File: config.mk
export PLATFORM = sky130hd
export DESIGN_NAME = if_id_decode_stage
export DESIGN_NICKNAME = d
export VERILOG_FILES = /design/src/rtl/rv_pkg.sv /design/src/rtl/if_id_decode_stage_imm_gen.sv /design/src/rtl/if_id_decode_stage.sv
export SDC_FILE = /design/constraint.sdc
export NUM_CORES = 1
export LEC_CHECK = 0
export BUFFER_PORTS_ARGS = -buffer_cell sky130_fd_sc_hd__buf_2
export CORE_UTILIZATION = 37
export CTS_BUF_LIST = sky130_fd_sc_hd__clkbuf_8 sky130_fd_sc_hd__clkbuf_16
export DETAILED_ROUTE_END_ITERATION = 10
export PLACE_DENSITY = 0.7
export SYNTH_ARGS = -nofsm -noshare
export SYNTH_HDL_FRONTEND = slang
export SYNTH_SLANG_ARGS = --single-unit
File: constraint.sdc
create_clock -name clk -period 3.9 [get_ports clk]
set_input_delay 0.78 -clock clk [delete_from_list [all_inputs] [get_ports clk]]
set_output_delay 0.78 -clock clk [all_outputs]
set_load 0.03 [all_outputs]
File: src/rtl/rv_pkg.sv
// -----------------------------------------------------------------------------
// rv_pkg
// Shared definitions for the RV64 decode front end: base opcodes, ALUOp
// encodings, the bubble instruction, immediate-format selection and the
// control-signal bundle produced by decode.
// -----------------------------------------------------------------------------
package rv_pkg;

    // Bubble instruction: addi x0, x0, 0
    localparam logic [31:0] NOP_INSTR = 32'h0000_0013;

    // Supported base opcodes (instr[6:0])
    localparam logic [6:0] OP_R      = 7'b0110011;
    localparam logic [6:0] OP_IMM    = 7'b0010011;
    localparam logic [6:0] OP_LOAD   = 7'b0000011;
    localparam logic [6:0] OP_STORE  = 7'b0100011;
    localparam logic [6:0] OP_BRANCH = 7'b1100011;
    localparam logic [6:0] OP_LUI    = 7'b0110111;
    localparam logic [6:0] OP_JAL    = 7'b1101111;
    localparam logic [6:0] OP_JALR   = 7'b1100111;

    // ALUOp encodings seen by the EX-stage ALU controller
    localparam logic [1:0] ALUOP_ADD    = 2'b00;
    localparam logic [1:0] ALUOP_BRANCH = 2'b01;
    localparam logic [1:0] ALUOP_FUNCT  = 2'b10;

    // Immediate layout of an instruction
    typedef enum logic [2:0] {
        IMM_NONE = 3'd0,
        IMM_I    = 3'd1,
        IMM_S    = 3'd2,
        IMM_B    = 3'd3,
        IMM_U    = 3'd4,
        IMM_J    = 3'd5
    } imm_sel_e;

    // Control bundle handed to ID/EX
    typedef struct packed {
        logic       reg_write;
        logic       mem_read;
        logic       mem_write;
        logic       mem_to_reg;
        logic       alu_src;
        logic       branch;
        logic       jump;
        logic [1:0] alu_op;
    } ctrl_t;

    // Map an opcode onto its immediate layout; unknown opcodes carry none.
    function automatic imm_sel_e imm_sel_of(input logic [6:0] opcode);
        imm_sel_e sel;
        sel = IMM_NONE;
        case (opcode)
            OP_IMM, OP_LOAD, OP_JALR: sel = IMM_I;
            OP_STORE:                 sel = IMM_S;
            OP_BRANCH:                sel = IMM_B;
            OP_LUI:                   sel = IMM_U;
            OP_JAL:                   sel = IMM_J;
            default:                  sel = IMM_NONE;
        endcase
        return sel;
    endfunction

endpackage

File: src/rtl/if_id_decode_stage_imm_gen.sv
// -----------------------------------------------------------------------------
// imm_gen
// Combinational immediate generator. Picks the I/S/B/U/J layout from the
// opcode and sign-extends from instr[31] to XLEN. Formats without an
// immediate (R-type, unknown opcodes) produce zero.
//
// Ports:
//   instr  in   32    instruction word
//   imm    out  XLEN  sign-extended immediate
// -----------------------------------------------------------------------------
module imm_gen
    import rv_pkg::*;
#(
    parameter int XLEN = 64
) (
    input  logic [31:0]     instr,
    output logic [XLEN-1:0] imm
);

    // Immediate assembly; B and J offsets are halfword aligned so bit 0 is 0.
    always_comb begin
        imm = '0;
        case (imm_sel_of(instr[6:0]))
            IMM_I:   imm = {{(XLEN-12){instr[31]}}, instr[31:20]};
            IMM_S:   imm = {{(XLEN-12){instr[31]}}, instr[31:25], instr[11:7]};
            IMM_B:   imm = {{(XLEN-13){instr[31]}}, instr[31], instr[7],
                            instr[30:25], instr[11:8], 1'b0};
            IMM_U:   imm = {{(XLEN-32){instr[31]}}, instr[31:12], 12'h000};
            IMM_J:   imm = {{(XLEN-21){instr[31]}}, instr[31], instr[19:12],
                            instr[20], instr[30:21], 1'b0};
            default: imm = '0;
        endcase
    end

endmodule

File: src/rtl/if_id_decode_stage.sv
// -----------------------------------------------------------------------------
// if_id_decode_stage
// Front half of the RV64 decode stage: IF/ID pipeline register, instruction
// decode, load-use hazard detection (one-cycle stall + bubble) and EX flush.
//
// Ports:
//   clk            in   1     pipeline clock, rising edge
//   reset          in   1     asynchronous, active-low reset
//   if_valid       in   1     fetch presents a valid instruction
//   if_pc          in   XLEN  PC of fetched instruction
//   if_instr       in   ILEN  fetched instruction word
//   flush          in   1     taken branch/jump in EX, kill ID
//   fetch_stall    out  1     fetch must hold PC/instruction
//   rs1/rs2/rd     out  5     register addresses (always driven)
//   id_valid       out  1     ID holds a real instruction being issued
//   id_pc          out  XLEN  PC of instruction in ID
//   id_imm         out  XLEN  sign-extended immediate
//   id_funct3      out  3     instr[14:12]
//   id_funct7b5    out  1     instr[30]
//   RegWrite..Jump out  1     control signals, zero unless issuing
//   ALUOp          out  2     00 add, 01 branch compare, 10 funct decode
//   illegal_instr  out  1     valid instruction with unsupported opcode
//
// Optional build macro IFID_PERF_CNT_EN adds saturating 32-bit stall_count
// and flush_count outputs.
// -----------------------------------------------------------------------------
module if_id_decode_stage #(
    parameter int                XLEN      = 64,
    parameter int                ILEN      = 32,
    parameter logic [ILEN-1:0]   NOP_INSTR = rv_pkg::NOP_INSTR
) (
    input  logic            clk,
    input  logic            reset,
    input  logic            if_valid,
    input  logic [XLEN-1:0] if_pc,
    input  logic [ILEN-1:0] if_instr,
    input  logic            flush,
    output logic            fetch_stall,
    output logic [4:0]      rs1,
    output logic [4:0]      rs2,
    output logic [4:0]      rd,
    output logic            id_valid,
    output logic [XLEN-1:0] id_pc,
    output logic [XLEN-1:0] id_imm,
    output logic [2:0]      id_funct3,
    output logic            id_funct7b5,
    output logic            RegWrite,
    output logic            MemRead,
    output logic            MemWrite,
    output logic            MemtoReg,
    output logic            ALUSrc,
    output logic            Branch,
    output logic            Jump,
    output logic [1:0]      ALUOp,
    output logic            illegal_instr
`ifdef IFID_PERF_CNT_EN
    ,
    output logic [31:0]     stall_count,
    output logic [31:0]     flush_count
`endif
);

    import rv_pkg::*;

    // IF/ID pipeline register
    logic            valid_r;
    logic [XLEN-1:0] pc_r;
    logic [ILEN-1:0] instr_r;

    // What was issued into EX last cycle (bubbles issue rd=0, no load)
    logic [4:0]      ex_rd_r;
    logic            ex_memread_r;

    // Decode results
    ctrl_t           ctrl_s;
    ctrl_t           ctrl_out_s;
    logic            legal_s;
    logic            uses_rs1_s;
    logic            uses_rs2_s;
    logic            hazard_s;
    logic            issue_s;
    logic [6:0]      opcode_s;

    assign opcode_s = instr_r[6:0];
    assign rs1      = instr_r[19:15];
    assign rs2      = instr_r[24:20];
    assign rd       = instr_r[11:7];

    // Opcode decode: control bundle, legality and source-register usage.
    always_comb begin
        ctrl_s        = '0;
        ctrl_s.alu_op = ALUOP_ADD;
        legal_s       = 1'b0;
        uses_rs1_s    = 1'b0;
        uses_rs2_s    = 1'b0;
        case (opcode_s)
            OP_R: begin
                ctrl_s.reg_write = 1'b1;
                ctrl_s.alu_op    = ALUOP_FUNCT;
                legal_s          = 1'b1;
                uses_rs1_s       = 1'b1;
                uses_rs2_s       = 1'b1;
            end
            OP_IMM: begin
                ctrl_s.reg_write = 1'b1;
                ctrl_s.alu_src   = 1'b1;
                ctrl_s.alu_op    = ALUOP_FUNCT;
                legal_s          = 1'b1;
                uses_rs1_s       = 1'b1;
            end
            OP_LOAD: begin
                ctrl_s.reg_write  = 1'b1;
                ctrl_s.mem_read   = 1'b1;
                ctrl_s.mem_to_reg = 1'b1;
                ctrl_s.alu_src    = 1'b1;
                legal_s           = 1'b1;
                uses_rs1_s        = 1'b1;
            end
            OP_STORE: begin
                ctrl_s.mem_write = 1'b1;
                ctrl_s.alu_src   = 1'b1;
                legal_s          = 1'b1;
                uses_rs1_s       = 1'b1;
                uses_rs2_s       = 1'b1;
            end
            OP_BRANCH: begin
                ctrl_s.branch = 1'b1;
                ctrl_s.alu_op = ALUOP_BRANCH;
                legal_s       = 1'b1;
                uses_rs1_s    = 1'b1;
                uses_rs2_s    = 1'b1;
            end
            OP_LUI: begin
                ctrl_s.reg_write = 1'b1;
                ctrl_s.alu_src   = 1'b1;
                legal_s          = 1'b1;
            end
            OP_JAL: begin
                ctrl_s.reg_write = 1'b1;
                ctrl_s.jump      = 1'b1;
                legal_s          = 1'b1;
            end
            OP_JALR: begin
                ctrl_s.reg_write = 1'b1;
                ctrl_s.jump      = 1'b1;
                ctrl_s.alu_src   = 1'b1;
                legal_s          = 1'b1;
                uses_rs1_s       = 1'b1;
            end
            default: begin
                legal_s = 1'b0;
            end
        endcase
    end

    // A load in EX whose destination feeds this instruction cannot forward
    // in time; x0 is never a real dependency.
    assign hazard_s = valid_r & ex_memread_r & (ex_rd_r != 5'd0) &
                      ((uses_rs1_s & (rs1 == ex_rd_r)) |
                       (uses_rs2_s & (rs2 == ex_rd_r)));

    // Flush wins over the hazard: the instruction is killed, so there is
    // nothing to stall for.
    assign issue_s     = valid_r & legal_s & ~hazard_s & ~flush;
    assign fetch_stall = hazard_s & ~flush;

    assign ctrl_out_s    = issue_s ? ctrl_s : '0;
    assign id_valid      = issue_s;
    assign illegal_instr = valid_r & ~legal_s;
    assign id_pc         = pc_r;
    assign id_funct3     = instr_r[14:12];
    assign id_funct7b5   = instr_r[30];

    assign RegWrite = ctrl_out_s.reg_write;
    assign MemRead  = ctrl_out_s.mem_read;
    assign MemWrite = ctrl_out_s.mem_write;
    assign MemtoReg = ctrl_out_s.mem_to_reg;
    assign ALUSrc   = ctrl_out_s.alu_src;
    assign Branch   = ctrl_out_s.branch;
    assign Jump     = ctrl_out_s.jump;
    assign ALUOp    = ctrl_out_s.alu_op;

    imm_gen #(
        .XLEN (XLEN)
    ) u_imm_gen (
        .instr (instr_r),
        .imm   (id_imm)
    );

    // IF/ID register: flush loads a bubble, stall holds, otherwise capture fetch.
    always_ff @(posedge clk or negedge reset) begin
        if (!reset) begin
            valid_r <= 1'b0;
            pc_r    <= '0;
            instr_r <= NOP_INSTR;
        end else if (flush) begin
            valid_r <= 1'b0;
            instr_r <= NOP_INSTR;
        end else if (fetch_stall) begin
            valid_r <= valid_r;
            pc_r    <= pc_r;
            instr_r <= instr_r;
        end else begin
            valid_r <= if_valid;
            pc_r    <= if_pc;
            instr_r <= if_instr;
        end
    end

    // EX tracking: record what actually issued (bubbles and flushes issue nothing).
    always_ff @(posedge clk or negedge reset) begin
        if (!reset) begin
            ex_rd_r      <= 5'd0;
            ex_memread_r <= 1'b0;
        end else begin
            ex_rd_r      <= issue_s ? rd : 5'd0;
            ex_memread_r <= issue_s & ctrl_s.mem_read;
        end
    end

`ifdef IFID_PERF_CNT_EN
    logic [31:0] stall_cnt_r;
    logic [31:0] flush_cnt_r;

    // Saturating event counters for stalls and killed valid instructions.
    always_ff @(posedge clk or negedge reset) begin
        if (!reset) begin
            stall_cnt_r <= 32'd0;
            flush_cnt_r <= 32'd0;
        end else begin
            if (hazard_s && !flush && (stall_cnt_r != 32'hFFFF_FFFF)) begin
                stall_cnt_r <= stall_cnt_r + 32'd1;
            end else begin
                stall_cnt_r <= stall_cnt_r;
            end
            if (flush && valid_r && (flush_cnt_r != 32'hFFFF_FFFF)) begin
                flush_cnt_r <= flush_cnt_r + 32'd1;
            end else begin
                flush_cnt_r <= flush_cnt_r;
            end
        end
    end

    assign stall_count = stall_cnt_r;
    assign flush_count = flush_cnt_r;
`endif

endmodule

==> out/summary.txt, run 1 <==
Cells after synthesis: 467
Post-synth top flop: dfrtp_1
Syn Nets: 567
TritonCTS clock tree: yes
Largest net degree at the start of global routing: 88
Share of cells above drive strength 1: 53.5%
Worst Skew: 7.67 ps
All-Layer GR Usage: 19.0%
Avg Inst Size Synth: 11.7 µm²
Core Box Area: 0.0141 mm²
Vias: 4,234
Max-cap viol count: 0
Xor/xnor cell area share of the yosys netlist: 1.77%
Netlist Area Pre-Place: 0.00544 mm²
First-pass GRT wire length: 21,600 µm
Synth warn: 0
CP max FO: 30
Starting Density: 38.6%
Gpl congestion: 0.843
Clock latency on the worst-skew pair: 350 ps
Worst slew pin tran: 1110 ps
Flops & latches, synth: 103
Crit end category: output port
Min setup slack post-route: 419 ps
Post-Synth Adder-Cell Area: 0%
Final setup violation count: 0
Worst-path cell chain: nand2_1 -> nor3_1 -> and3_4 -> a21oi_4 -> and4_1 -> buf_2
Die Wd: 123 µm
Reg2reg path depth: 6
TNS Setup: 0 ps
Clk sinks: 103
CP startpoint kind: register
Critical path required time: 3120 ps
Pre-CTS setup slack: 607 ps
Slowest-stage cell, CP: dfstp_2
Max VDD drop: 229 µV
F_max: 287 MHz
First drt pass iteration count: 4
Post-synthesis mux area share: 17.7%
CTS root buf: clkbuf_16
Stages on worst setup path: 6
Fillers: 1,313
Grt ovf: 0
Post-synth cell types: 48
Fin. Hold Viols: 0
Largest family of logic cells by synthesized area: multiplexers
Pleak: 3.62 nW
Delay-heaviest family, CP: simple AND/OR/NAND/NOR gates
Clk pin slew, worst setup/hold paths: 70 ps
Longest Clk Path Bufs: 2
Final period utilization: 89.3%
Initial antenna violation count: 6
Max-slew headroom: 26.0%
Total power: 2.78 mW
Worst path bufs/invs: 1
Pwr Density: 412 mW/mm²
Drt drc: 0
I/O pin cnt: 259
Final Max Tran Viols: 0
Clock period minus worst slack: 3480 ps
Area growth, synth to finish: 24.0%
CP max stage delay: 530 ps
Post-Synth Simple-Gate Area: 10.6%
Critical path class: register to output port
Asr flop ratio synth: 100%
Final antenna-violating net count: 0
Num CTS Buffers: 9
Post-synthesis sequential area ratio: 47.4%
Setup Fix Bufs, Post-CTS: 0
RSZ-0062 raised after global routing: false
DIE AREA: 0.0152 mm²
HP Class: register to register
Compound-cell area share of the yosys netlist: 11.1%
WL per Instance: 16.8 µm
WHS: 494 ps
Cell count of the worst hold path: 1
Commonest non-fill, non-tap cell in the layout: buf_2
Vias in the first global route: 4,078
Htree depth: 3
Final Routed Wirelength: 14,200 µm
Final core area utilization: 47.9%
Vias/cell: 5.00
Most frequent cells in the layout: buf_2, dfrtp_1, mux2_4, a21oi_1, nand3_1
Initial DRC count: 245
Post-synth EDFFs: 0
Die extent in y: 123 µm
Row Count: 43
WP data arrival: 2700 ps
Dpl hpwl: 10,400 µm
Outcome: finished clean
Final net count: 759
Hold buffers post-CTS: 0
Buffers added on ports: 258
-- synthesized netlist by cell type (3+ instances only) --
library cell	count	area, µm²
dfrtp_1	100	2500
mux2_4	60	901
buf_4	53	398
a21oi_1	33	165
nand3_1	32	160
o21ai_0	30	150
a21o_1	19	143
clkbuf_1	16	60.1
nand2_1	12	45.0
nor2_1	11	41.3
xnor2_1	11	96.3
and2_1	8	50.1
and4_1	8	70.1
nor3_1	7	35.0
buf_2	6	30.0
buf_8	6	90.1
nand2b_1	5	31.3
a22o_1	4	35.0
mux2_1	4	45.0
buf_1	3	11.3
dfstp_2	3	78.8
nand4_1	3	18.8
nor4_1	3	18.8
-- state kept, by name, indices dropped and copies added (netlist names) --
register,count
ex_rd_r,5
id_pc,64
instr_r,32
ex_memread_r,1
valid_r,1
-- per-stage QoR --
step / instances / instance area (µm²)
global placement: 828 / 6440
detailed placement: 828 / 6440
CTS: 844 / 6740
finish: 847 / 6750
floorplan: 467 / 5440
global route: 845 / 6750
-- cell type report --
cell class	instances	area (µm²)	share of cell area [%]
clock inverters	7	80.1	1.19
multi-input cells	276	2250	33.3
repair buffers	267	1370	20.4
flip-flops and latches	103	2580	38.2
diodes	3	7.51	0.111
well taps	180	225	3.34
inverters	2	7.51	0.111
clock buffers	9	225	3.34
-- worst reg2reg max path: cells and delay by family (launching register included) --
| family | cells | cell delay [ps] |
|---|---|---|
| AOI/OAI and AO/OA | 1 | 180 |
| buffers and inverters | 1 | 250 |
| DFF | 1 | 530 |
| muxes | 1 | 450 |
| and+or+nand+nor | 3 | 1180 |
-- worst paths after layout --
path	from	endpoint	slack [ps]
max in group asynchronous	reset	id_pc[55]	2390
min in group asynchronous	reset	ex_memread_r	620
max reg2reg	instr_r[1]	id_pc[18]	1200
max	instr_r[1]	Branch	420
min	id_pc[14]	id_pc[14]	490
min reg2reg	id_pc[14]	id_pc[14]	490
-- kinds of logic (layout without fill, tap and decap cells) --
kind of cell	count (synthesis)	after routing
buf+inv	88	285
xor+xnor	11	11
simple gates	101	101
flops	103	103
other cells	0	3
mux	66	66
compound gates	98	98
-- routing by layer --
| layer | wire (µm) | vias to the layer above | GRT usage, % |
|---|---|---|---|
| li1 | - | 1983 | - |
| met1 | 5880 | 2024 | 24.0 |
| met2 | 6850 | 198 | 30.4 |
| met3 | 1250 | 23 | 6.37 |
| met4 | 215 | 6 | 6.10 |
| met5 | 42 | - | 0 |
-- repair_timing --
item,CTS,global route
endpoints found under the setup margin,0,33
gates resized for setup,0,1
hold endpoints to repair,0,0
-- where the power goes --
group          total, mW  leakage (nW)  switching [mW]  internal [mW]
sequential          1.22          1.25          0.0711           1.15
clock              0.922         0.148           0.416          0.506
combinational      0.636          2.23           0.395          0.241
Note: power is estimated with default switching activity, not from simulation.
==> inputs of run 2 (changes only) <==
--- a/config.mk
+++ b/config.mk
@@ -6,10 +6,11 @@
 export NUM_CORES = 1
 export LEC_CHECK = 0
 export BUFFER_PORTS_ARGS = -buffer_cell sky130_fd_sc_hd__buf_2
-export CORE_UTILIZATION = 37
+export CORE_MARGIN = 2
+export CORE_UTILIZATION = 42
 export CTS_BUF_LIST = sky130_fd_sc_hd__clkbuf_8 sky130_fd_sc_hd__clkbuf_16
 export DETAILED_ROUTE_END_ITERATION = 10
-export PLACE_DENSITY = 0.7
+export PLACE_DENSITY = 0.78
 export SYNTH_ARGS = -nofsm -noshare
 export SYNTH_HDL_FRONTEND = slang
 export SYNTH_SLANG_ARGS = --single-unit
==> run 2 against run 1 <==
  * Core utilization up 5.5 points
  * Final area down 0.15%
  * Global-route usage up 2.1 points
  * Setup slack better by 44 ps
  * Combinational power up 0.9%
  * Critical path depth down 1
  * Register-to-register slack worse by 40 ps
  * Non-clock buffer count unchanged
  * Flip-flop and latch count unchanged
  * Critical endpoint is now id_imm[39]
  * Largest cell class unchanged
  * Largest power group unchanged
==> out/summary.txt, run 2 (same netlist as run 1, synthesis figures left out) <==
Outcome: finished clean (unchanged)
Area occupied by registers: 0.00258 mm² (unchanged)
WP data arrival: 2660 ps (was 2700 ps)
Htree depth: 3 (unchanged)
FF-to-FF End: id_pc[15] (was id_pc[18])
Share of cells above drive strength 1: 53.0% (was 53.5%)
Vias in the first global route: 4,385 (was 4,078)
Final Max Tran Viols: 0 (unchanged)
TNS Setup: 0 ps (unchanged)
Core Box Area: 0.0126 mm² (was 0.0141 mm²)
Critical path class: register to output port (unchanged)
Worst path bufs/invs: 2 (was 1)
Final antenna-violating net count: 0 (unchanged)
WL per Instance: 17.4 µm (was 16.8 µm)
Buffers added on ports: 258 (unchanged)
Stages on worst setup path: 5 (was 6)
Clock Power Share: 33.9% (was 33.1%)
Row Count: 41 (was 43)
Final net count: 759 (unchanged)
RSZ-0062 raised after global routing: false (unchanged)
Commonest non-fill, non-tap cell in the layout: buf_2 (unchanged)
Internal power: 1.95 mW (was 1.90 mW)
Initial antenna violation count: 0 (was 6)
Fillers: 1,091 (was 1,313)
Most frequent cells in the layout: buf_2, dfrtp_1, mux2_4, a21oi_1, nand3_1 (unchanged)
Max-cap viol count: 0 (unchanged)
Max reg flops: 64 (unchanged)
Die Wd: 118 µm (was 123 µm)
First-pass GRT wire length: 23,000 µm (was 21,600 µm)
Worst-path cell chain: nand2_1 -> nor4_2 -> buf_4 -> o21a_1 -> buf_2 (was nand2_1 -> nor3_1 -> and3_4 -> a21oi_4 -> and4_1 -> buf_2)
Top layer in use: met4 (was met5)
All-Layer GR Usage: 21.1% (was 19.0%)
Worst Skew: 7.92 ps (was 7.67 ps)
Switch share: 30.7% (was 31.7%)
Pleak: 3.63 nW (was 3.62 nW)
Area growth, synth to finish: 23.8% (was 24.0%)
I/O pin cnt: 259 (unchanged)
Worst slew pin tran: 1040 ps (was 1110 ps)
Hold buffers post-CTS: 0 (unchanged)
DIE AREA: 0.0139 mm² (was 0.0152 mm²)
DRT met1 WL: 5620 µm (was 5880 µm)
Fin. Hold Viols: 0 (unchanged)
Final setup violation count: 0 (unchanged)
Clk sinks: 103 (unchanged)
Crit end category: output port (unchanged)
Max-slew headroom: 30.4% (was 26.0%)
CP startpoint kind: register (unchanged)
CTS root buf: clkbuf_16 (unchanged)
Clock latency on the worst-skew pair: 350 ps (about the same)
Setup crit end: id_imm[39] (was Branch)
Num CTS Buffers: 9 (unchanged)
Gpl congestion: 0.953 (was 0.843)
Area of the multi-input gates: 0.00225 mm² (about the same)
Dpl hpwl: 10,700 µm (was 10,400 µm)
WL met3: 1260 µm (was 1250 µm)
Setup crit start: instr_r[1] (unchanged)
CP max FO: 33 (was 30)
Switching power: 0.867 mW (was 0.882 mW)
HP Class: register to register (unchanged)
Min setup slack post-route: 463 ps (was 419 ps)
Cell count of the worst hold path: 1 (unchanged)
Met2 wire len: 7100 µm (was 6850 µm)
Clock period minus worst slack: 3440 ps (was 3480 ps)
Pwr Density: 419 mW/mm² (was 412 mW/mm²)
Setup Fix Bufs, Post-CTS: 0 (unchanged)
Die extent in y: 118 µm (was 123 µm)
Reg power frac: 43.4% (was 44.0%)
CP max stage delay: 570 ps (was 530 ps)
Crit Reg-Reg Startpoint: instr_r[1] (unchanged)
F_max: 291 MHz (was 287 MHz)
Final period utilization: 88.1% (was 89.3%)
Resize count post-CTS: 0 (unchanged)
Pre-CTS setup slack: 818 ps (was 607 ps)
Initial DRC count: 251 (was 245)
Largest net degree at the start of global routing: 83 (was 88)
Max VDD drop: 234 µV (was 229 µV)
Reg2reg path depth: 6 (unchanged)
Critical path required time: 3120 ps (about the same)
Grt ovf: 0 (unchanged)
Delay-heaviest family, CP: simple AND/OR/NAND/NOR gates (unchanged)
Final Routed Wirelength: 14,500 µm (was 14,200 µm)
Drt drc: 0 (unchanged)
Longest Clk Path Bufs: 2 (unchanged)
First drt pass iteration count: 4 (unchanged)
R2r setup slk: 1160 ps (was 1200 ps)
Comb pwr share: 22.7% (was 22.9%)
Slowest-stage cell, CP: o21a_1 (was dfstp_2)
Vias: 4,296 (was 4,234)
TritonCTS clock tree: yes (unchanged)
Vias/cell: 5.14 (was 5.00)
Antenna cells: 0 (was 3)
Starting Density: 43.1% (was 38.6%)
Clk pin slew, worst setup/hold paths: 70 ps (about the same)
## run 2: changes by cell type in the layout (fill, tap and decap cells not counted), sizes merged
cell / before / now
bufinv: 1 / 2
clkinv: 3 / 1
diode: 3 / 0
inv: 4 / 5
## run 2: through the flow
step | std cells | util [%] | power (mW) | hold WS, ps | area (µm²)
floorplan | 467 | - | 1.69 | 484 | 5440
global placement | 820 | 50.9 | 1.87 | 464 | 6430
detailed placement | 820 | 50.9 | 1.89 | 477 | 6430
CTS | 836 | 53.4 | 2.84 | 493 | 6740
global route | 836 | 53.4 | 2.93 | 513 | 6740
finish | 836 | 53.4 | 2.82 | 490 | 6740
## run 2: worst min-delay path by stage
stage / start / to / slack (ps)
floorplan: reset / ex_memread_r / 480
global placement: id_pc[15] / id_pc[15] / 460
detailed placement: id_pc[16] / id_pc[16] / 480
CTS: id_pc[16] / id_pc[16] / 490
global route: id_pc[16] / id_pc[16] / 510
finish: id_pc[16] / id_pc[16] / 490
## run 2: layout make-up
class / instances / area share, %
Clock inverter: 7 / 1.32
Tap cell: 172 / 3.19
Inverter: 2 / 0.111
Sequential cell: 103 / 38.3
Timing Repair Buffer: 267 / 20.4
Multi-Input combinational cell: 276 / 33.4
Clock buffer: 9 / 3.34
## run 2: routing by layer
metal | global-route usage (%) | vias up
li1 | - | 1978
met1 | 25.3 | 2042
met2 | 35.0 | 244
met3 | 6.25 | 32
met4 | 9.49 | 0
met5 | 0 | -
## run 2: power by group through the flow
stage / combinational (mW) / sequential, mW / clock, mW
6_report: 0.642 / 1.22 / 0.955
3_5_place_dp: 0.647 / 1.24 / 0
3_3_place_gp: 0.635 / 1.24 / 0
5_1_grt: 0.678 / 1.24 / 1.02
2_1_floorplan: 0.337 / 1.36 / 0
4_1_cts: 0.646 / 1.22 / 0.971
==> inputs of run 3 (changes only) <==
--- a/config.mk
+++ b/config.mk
@@ -6,11 +6,13 @@
 export NUM_CORES = 1
 export LEC_CHECK = 0
 export BUFFER_PORTS_ARGS = -buffer_cell sky130_fd_sc_hd__buf_2
+export CELL_PAD_IN_SITES_DETAIL_PLACEMENT = 0
+export CELL_PAD_IN_SITES_GLOBAL_PLACEMENT = 1
 export CORE_MARGIN = 2
-export CORE_UTILIZATION = 42
+export CORE_UTILIZATION = 35
 export CTS_BUF_LIST = sky130_fd_sc_hd__clkbuf_8 sky130_fd_sc_hd__clkbuf_16
 export DETAILED_ROUTE_END_ITERATION = 10
-export PLACE_DENSITY = 0.78
+export PLACE_DENSITY = 0.84
 export SYNTH_ARGS = -nofsm -noshare
 export SYNTH_HDL_FRONTEND = slang
 export SYNTH_SLANG_ARGS = --single-unit
==> run 3 against run 2 <==
  * Clock power up 3.7%
  * Non-clock buffer count rose by 1
  * Sequential power hardly changed
  * Sequential share of layout area decreased by 0.19 points
  * Die area is 19% higher
  * Maximum frequency fell by 1.5%
==> out/summary.txt, run 3 (same netlist as run 1, synthesis figures left out) <==
Outcome: finished clean (unchanged)
Max-slew headroom: 30.1% (was 30.4%)
Worst slew pin tran: 1050 ps (was 1040 ps)
Clk sinks: 103 (unchanged)
Crit end category: output port (unchanged)
RSZ-0062 raised after global routing: false (unchanged)
Worst Skew: 7.39 ps (was 7.92 ps)
Vias in the first global route: 4,186 (was 4,385)
Fillers: 1,444 (was 1,091)
Max reg flops: 64 (unchanged)
Setup Fix Bufs, Post-CTS: 0 (unchanged)
Worst-path cell chain: nand2b_1 -> nand3_1 -> nor3_1 -> buf_4 -> o21a_1 -> buf_2 (was nand2_1 -> nor4_2 -> buf_4 -> o21a_1 -> buf_2)
WP data arrival: 2710 ps (was 2660 ps)
Pleak: 3.64 nW (was 3.63 nW)
TNS Setup: 0 ps (unchanged)
Initial antenna violation count: 5 (was 0)
Met2 wire len: 7150 µm (was 7100 µm)
Vias: 4,220 (was 4,296)
Num CTS Buffers: 9 (unchanged)
Initial DRC count: 156 (was 251)
DIE AREA: 0.0166 mm² (was 0.0139 mm²)
Starting Density: 35.8% (was 43.1%)
Final Max Tran Viols: 0 (unchanged)
Largest net degree at the start of global routing: 83 (unchanged)
Slowest-stage cell, CP: dfrtp_1 (was o21a_1)
All-Layer GR Usage: 17.7% (was 21.1%)
Commonest non-fill, non-tap cell in the layout: buf_2 (unchanged)
Drt drc: 0 (unchanged)
Clk pin slew, worst setup/hold paths: 70 ps (about the same)
Total power: 2.85 mW (was 2.82 mW)
WL met3: 1300 µm (was 1260 µm)
Dpl hpwl: 11,100 µm (was 10,700 µm)
DRT met1 WL: 6100 µm (was 5620 µm)
Clock period minus worst slack: 3490 ps (was 3440 ps)
Die extent in y: 129 µm (was 118 µm)
Hold buffers post-CTS: 0 (unchanged)
Final setup violation count: 0 (unchanged)
Final period utilization: 89.5% (was 88.1%)
CP max stage delay: 680 ps (was 570 ps)
Grt ovf: 0 (unchanged)
Top layer in use: met5 (was met4)
WL per Instance: 17.3 µm (was 17.4 µm)
CP startpoint kind: register (unchanged)
Htree depth: 3 (unchanged)
Share of cells above drive strength 1: 53.4% (was 53.0%)
I/O pin cnt: 259 (unchanged)
Die Wd: 129 µm (was 118 µm)
Row Count: 45 (was 41)
Max-cap viol count: 0 (unchanged)
TritonCTS clock tree: yes (unchanged)
Final Routed Wirelength: 14,800 µm (was 14,500 µm)
CP max FO: 33 (unchanged)
Core Box Area: 0.0152 mm² (was 0.0126 mm²)
Longest Clk Path Bufs: 2 (unchanged)
Max VDD drop: 193 µV (was 234 µV)
Clock latency on the worst-skew pair: 350 ps (about the same)
Pwr Density: 421 mW/mm² (was 419 mW/mm²)
Critical path class: register to output port (unchanged)
First-pass GRT wire length: 22,400 µm (was 23,000 µm)
F_max: 287 MHz (was 291 MHz)
Area growth, synth to finish: 24.5% (was 23.8%)
Critical path required time: 3120 ps (about the same)
Buffers added on ports: 258 (unchanged)
Final net count: 760 (was 759)
Final antenna-violating net count: 0 (unchanged)
Fin. Hold Viols: 0 (unchanged)
CTS root buf: clkbuf_16 (unchanged)
Gpl congestion: 0.830 (was 0.953)
HP Class: register to register (unchanged)
First drt pass iteration count: 4 (unchanged)
Resize count post-CTS: 0 (unchanged)
WHS: 498 ps (was 490 ps)
Vias/cell: 4.94 (was 5.14)
Most frequent cells in the layout: buf_2, dfrtp_1, mux2_4, a21oi_1, nand3_1 (unchanged)
-- run 3: final timing paths --
check | from | to | slack (ps) | cells past startpoint
worst max-delay path | instr_r[6] | id_imm[54] | 410 | 6
worst min-delay path | id_pc[17] | id_pc[17] | 500 | 1
worst max register to register | instr_r[4] | id_pc[16] | 950 | 6
worst min register to register | id_pc[17] | id_pc[17] | 500 | 1
max in group asynchronous | reset | id_pc[42] | 2400 | 2
min in group asynchronous | reset | instr_r[20] | 610 | 1
-- run 3: per-stage QoR --
stage	util [%]	std cells	cell area, µm²	worst slack [ps]
3_3_place_gp	42.4	837	6440	920
2_1_floorplan	-	467	5440	559
3_5_place_dp	42.4	837	6440	782
6_report	44.6	855	6770	410
4_1_cts	44.5	853	6770	384
5_1_grt	44.5	853	6770	51.9
-- run 3: cell type report --
type / count / area [µm²] / share of cell area, %
clock inverters: 7 / 103 / 1.51
clock buffers: 9 / 225 / 3.32
flip-flops and latches: 103 / 2580 / 38.1
inverters: 2 / 7.51 / 0.111
well taps: 188 / 235 / 3.47
multi-input cells: 276 / 2250 / 33.2
diodes: 2 / 5.00 / 0.0739
repair buffers: 268 / 1370 / 20.2
-- run 3: worst max-delay path: cells and delay by family (launching register included) --
kind / cells / cell delay (ps)
AND/OR/NAND/NOR: 3 / 530
buffers and inverters: 2 / 520
flip-flops: 1 / 680
AO/OA/AOI/OAI: 1 / 630
-- run 3: where the power goes --
group          total, mW  internal, mW  switching, mW
Sequential          1.23          1.15         0.0719
Combinational      0.638         0.242          0.396
Clock              0.990         0.572          0.418
Total               2.85          1.97          0.885
-- run 3: routing by layer --
metal	track usage (%)	up-vias
met5	0	-
met4	4.67	6
met3	6.44	21
met2	29.7	208
met1	21.6	2005
li1	-	1980
